[src/rtl/dfr_pkg.sv]
// dfr_pkg: shared sequencer state type, default watchdog limit and memory-layout helper
package dfr_pkg;
  typedef enum logic [2:0] {IDLE, READ, FEED, WAIT, WRITE, DONE} seq_state_t;
  localparam int DEFAULT_WAIT_TIMEOUT = 15;
  function automatic int unsigned node_addr(input int unsigned s, input int unsigned n, input int unsigned vn);
    return s * vn + n;
  endfunction
endpackage

[src/rtl/reservoir_sequencer.sv]
// reservoir_sequencer: steps the delay-feedback reservoir through every node of every input sample
module reservoir_sequencer
  import dfr_pkg::*;
#(
  parameter int VIRTUAL_NODES = 10,
  parameter int DATA_WIDTH    = 32,
  parameter int ADDR_WIDTH    = 16,
  parameter int WAIT_TIMEOUT  = DEFAULT_WAIT_TIMEOUT
) (
  input  logic                  clk,
  input  logic                  rst,
  input  logic                  start,
  input  logic [ADDR_WIDTH-1:0] num_samples,
  output logic                  busy,
  output logic                  done,
  output logic                  error,
  output logic                  in_rd_en,
  output logic [ADDR_WIDTH-1:0] in_addr,
  input  logic [DATA_WIDTH-1:0] in_data,
  output logic                  res_en,
  output logic [DATA_WIDTH-1:0] res_din,
  input  logic [DATA_WIDTH-1:0] res_dout,
  input  logic                  res_valid,
  output logic                  out_wr_en,
  output logic [ADDR_WIDTH-1:0] out_addr,
  output logic [DATA_WIDTH-1:0] out_data
);
  localparam int NW = VIRTUAL_NODES > 1 ? $clog2(VIRTUAL_NODES) : 1;
  localparam int TW = $clog2(WAIT_TIMEOUT + 1);
  seq_state_t state_q, state_d;
  logic [ADDR_WIDTH-1:0] num_q, num_d, sample_q, sample_d, addr_q, addr_d;
  logic [NW-1:0] node_q, node_d;
  logic [TW-1:0] wd_q, wd_d;
  logic [DATA_WIDTH-1:0] din_q, din_d;
  logic err_q, err_d, last_node, last;
  assign last_node = node_q == NW'(VIRTUAL_NODES - 1);
  assign last      = last_node && sample_q == num_q - ADDR_WIDTH'(1);
  always_comb begin
    state_d  = state_q;
    num_d    = num_q;
    sample_d = sample_q;
    addr_d   = addr_q;
    node_d   = node_q;
    wd_d     = wd_q;
    din_d    = din_q;
    err_d    = err_q;
    case (state_q)
      IDLE: if (start) begin
        num_d    = num_samples;
        sample_d = '0;
        node_d   = '0;
        addr_d   = '0;
        err_d    = 1'b0;
        state_d  = num_samples == '0 ? DONE : READ;
      end
      READ: state_d = FEED;
      FEED: begin
        din_d   = in_data;
        wd_d    = '0;
        state_d = WAIT;
      end
      WAIT: if (res_valid) state_d = WRITE;
      else if (wd_q == TW'(WAIT_TIMEOUT - 1)) begin
        err_d   = 1'b1;
        state_d = DONE;
      end else wd_d = wd_q + TW'(1);
      WRITE: begin
        addr_d   = addr_q + ADDR_WIDTH'(1);
        node_d   = last_node ? '0 : node_q + NW'(1);
        sample_d = last_node ? sample_q + ADDR_WIDTH'(1) : sample_q;
        state_d  = last ? DONE : READ;
      end
      DONE:    state_d = IDLE;
      default: state_d = IDLE;
    endcase
  end
  always_ff @(posedge clk) begin
    if (!rst) begin
      state_q  <= IDLE;
      num_q    <= '0;
      sample_q <= '0;
      addr_q   <= '0;
      node_q   <= '0;
      wd_q     <= '0;
      din_q    <= '0;
      err_q    <= 1'b0;
    end else begin
      state_q  <= state_d;
      num_q    <= num_d;
      sample_q <= sample_d;
      addr_q   <= addr_d;
      node_q   <= node_d;
      wd_q     <= wd_d;
      din_q    <= din_d;
      err_q    <= err_d;
    end
  end
  assign busy      = state_q inside {READ, FEED, WAIT, WRITE};
  assign done      = state_q == DONE;
  assign error     = err_q;
  assign in_rd_en  = state_q == READ;
  assign res_en    = state_q == FEED;
  assign out_wr_en = state_q == WRITE;
  assign in_addr   = addr_q;
  assign out_addr  = addr_q;
  // memory data arrives in FEED, so the reservoir sees it that same cycle and the register holds it afterwards
  assign res_din   = state_q == FEED ? in_data : din_q;
  assign out_data  = out_wr_en ? res_dout : '0;
endmodule

[config.mk]
export PLATFORM = sky130hd
export DESIGN_NAME = reservoir_sequencer
export DESIGN_NICKNAME = d
export VERILOG_FILES = /design/src/rtl/dfr_pkg.sv /design/src/rtl/reservoir_sequencer.sv
export SDC_FILE = /design/constraint.sdc
export NUM_CORES = 1
export LEC_CHECK = 0
export CORE_ASPECT_RATIO = 1.5
export CORE_MARGIN = 3
export CORE_UTILIZATION = 46
export CTS_BUF_LIST = sky130_fd_sc_hd__clkbuf_4
export DETAILED_ROUTE_END_ITERATION = 8
export GPL_ROUTABILITY_DRIVEN = 1
export HOLD_SLACK_MARGIN = 0.1
export PLACE_DENSITY = 0.83
export SLEW_MARGIN = 30
export SYNTH_ARGS = -nofsm -noshare
export SYNTH_HDL_FRONTEND = slang
export SYNTH_SLANG_ARGS = --single-unit
[constraint.sdc]
create_clock -name clk -period 2.45 [get_ports clk]
set_input_delay 0.49 -clock clk [delete_from_list [all_inputs] [get_ports clk]]
set_output_delay 0.49 -clock clk [all_outputs]
set_load 0.005 [all_outputs]
==> run summary <==
status: finished, final reports clean
Max-slew headroom: 0.649
crit path launch type: flip-flop
Clock transition at path regs: 0.15 ns
I/O pin cnt: 186
Hold Fails Final Rpt: 0
first-pass GRT wire length: 23900 um
layout cell share with drive strength beyond 1: 0.0895
count leader, synth: nand2_1
Synth Flop Type: dfxtp_1
post-route ant nets: 0
Distinct cells, synth: 52
routability cong.: 0.876
via/cell ratio: 5.31
Num CTS Buffers: 9
fraction of power spent switching nets: 0.288
vias in the first global route: 5004
Residual DRC: 0
FMAX: 0.420 GHz
final hold slack: 0.500 ns
internal power: 2.26 mW
Post-synth EDFFs: 0
core footprint: 10200 um2
Psw: 914 uW
Mapped Area: 4830 um2
static leakage: 3.21 nW
Die Ht: 131 um
class of the most critical setup path: reg2out
Synth area leader: dfxtp_1
Post-Layout Inst Area: 7100 um2
clock skew: 0.0169 ns
critical path fanouts, max: 13
number of synthesized register bits: 92
fin crit period: 2.38 ns
CTS tree: built
final setup violating endpoints: 0
clock sinks: 92
1st-pass router iterations: 5
Sequential Area: 1850 um2
Layout Nets: 902
CTS Buffer Depth: 2
Synth area leaders: dfxtp_1 (38%), nand2_1 (12%), and2_1 (8.6%)
synth warn: 0
DR iter-0 viols: 346
Least-Margin Pin Slew: 0.525 ns
HP Class: reg2reg
final wirelength: 15200 um
Cells after Synth: 633
power per cell area: 448 nW/um2
area grow syn2layout: 47.0%
register share of total power: 0.502
ant diodes: 0
Root Buffer Master: clkbuf_4
Post-synth top cells: nand2_1 (155), dfxtp_1 (92), and2_1 (66)
Peak VDD IR: 0.438 mV
Max Cap Viol: 0
CP arrival: 1.89 ns
DP HPWL: 10900 um
syn_area_per_cell: 7.63 um2
Combinational Power Share: 0.231
clock latency on the worst-skew pair: 0.45 ns
CP Capture Type: output port
Seq/Total Area, Yosys: 0.382
DIE AREA: 11800 um2
share of the synthesized area in the top cell type: 0.382
DR WL/cell: 15.9 um
largest net degree at the start of global routing: 36
WHS Path Cells: 1
placed cell area: 6770 um2
RSZ-0062 raised after global routing: true
initial antenna violation count: 0
Mapped Nets: 724
vias post-DR: 5083
ys async rst share: 0
CP Data Required Time: 1.96 ns
Remaining Overflow, GRT: 0
# fillers: 835
Max Slew Vio Count: 0
clock power share: 0.267
R2R depth: 8
Final Cycle Share: 0.973
htree depth: 3
multi-input logic area: 2710 um2
Die W: 89.6 um
Buffers on Ports: 185
Initial Util: 0.474
Rows: 45
Total GRT Usage: 0.255
==> worst max-delay path, cell delays in order, from the launching register on <==
cell and delay, ns:
dfxtp_2 0.37, buf_6 0.15, nand2_2 0.10, clkinv_4 0.08, buf_4 0.15, buf_16 0.13
and2_1 0.17, dlygate4sd2_1 0.27
==> through the flow <==
step	total power [mW]	TNS [ns]	cells	setup WS [ns]	util
after floorplan	1.98	0	633	0.298	-
after global placement	2.33	0	930	0.198	0.665
after detailed placement	2.36	0	930	0.125	0.665
after CTS	3.18	-1.27	953	-0.201	0.689
after global routing	3.32	-0.0968	957	-0.0188	0.696
final	3.18	0	957	0.0665	0.696
==> state kept, by name, indices dropped and copies added, names as in the netlist <==
register / flops
wd_q: 4
num_q: 16
sample_q: 16
din_q: 32
error: 1
state_q: 3
node_q: 4
in_addr: 16
==> per-layer routing <==
layer,GRT usage,up-vias,routed length [um]
li1,-,2457,-
met4,0.0762,0,269
met2,0.438,181,8020
met3,0.0521,27,884
met1,0.311,2418,6020
met5,0,-,0
==> kinds of logic after synthesis <==
group / after synthesis / share of synthesized area
adders and majority gates: 7 / 0.0181
AOI/OAI and AO/OA: 76 / 0.0905
buffers and inverters: 57 / 0.0607
and+or+nand+nor: 362 / 0.376
muxes: 4 / 0.00959
xor gates and xnor gates: 35 / 0.0635
DFF: 92 / 0.382
==> worst paths after layout <==
check                       to  slack, ns        from
setup / recovery  out_data[19]       0.07  state_q[2]
hold / removal       node_q[3]       0.50   node_q[3]
setup reg to reg    state_q[2]       0.19    num_q[0]
hold reg to reg      node_q[3]       0.50   node_q[3]
==> layout make-up <==
type	instances	share of cell area
multi-input cells	484	0.382
repair buffers	214	0.306
flip-flops and latches	92	0.260
well taps	141	0.0249
clock buffers	10	0.0106
clock inverters	6	0.00899
inverters	10	0.00670
==> power by group through the flow <==
stage	clock network, mW	registers, mW	logic (mW)
after detailed placement	0	1.62	0.733
after floorplan	0	1.61	0.368
after global routing	0.921	1.60	0.801
after global placement	0	1.62	0.714
after CTS	0.861	1.59	0.727
final	0.850	1.59	0.734
==> timing repair <==
item | CTS | global route
gates resized for setup | 72 | 29
endpoints found under the setup margin | 66 | 39
gates cloned | 4 | 0
pin swaps | 0 | 1
buffers inserted | 3 | 4
hold buffers | 0 | 0
==> cells in the final DEF, fill, tap and decap left out, types with 3 or more instances in the layout <==
cell type | netlist | layout
a21oi_1 | 43 | 43
a31oi_1 | 7 | 7
and2_1 | 66 | 64
and3_1 | 6 | 6
and4_1 | 4 | 4
buf_12 | 0 | 4
buf_16 | 0 | 3
buf_4 | 16 | 18
clkbuf_2 | 0 | 4
clkbuf_4 | 0 | 10
clkdlybuf4s15_1 | 0 | 4
clkdlybuf4s50_1 | 0 | 119
dfxtp_1 | 92 | 89
dlygate4sd2_1 | 0 | 46
dlymetal6s2s_1 | 0 | 12
ha_1 | 7 | 7
inv_1 | 9 | 7
nand2_1 | 155 | 154
nand3_1 | 21 | 21
nand3b_1 | 6 | 6
nand4_1 | 9 | 9
nor2_1 | 46 | 45
nor3_1 | 15 | 15
nor3b_1 | 3 | 3
nor4_1 | 8 | 8
o211ai_1 | 4 | 4
o21ai_0 | 13 | 13
or3_1 | 9 | 8
xnor2_1 | 18 | 18
xor2_1 | 17 | 17
Note: power is estimated with default switching activity, not from simulation.
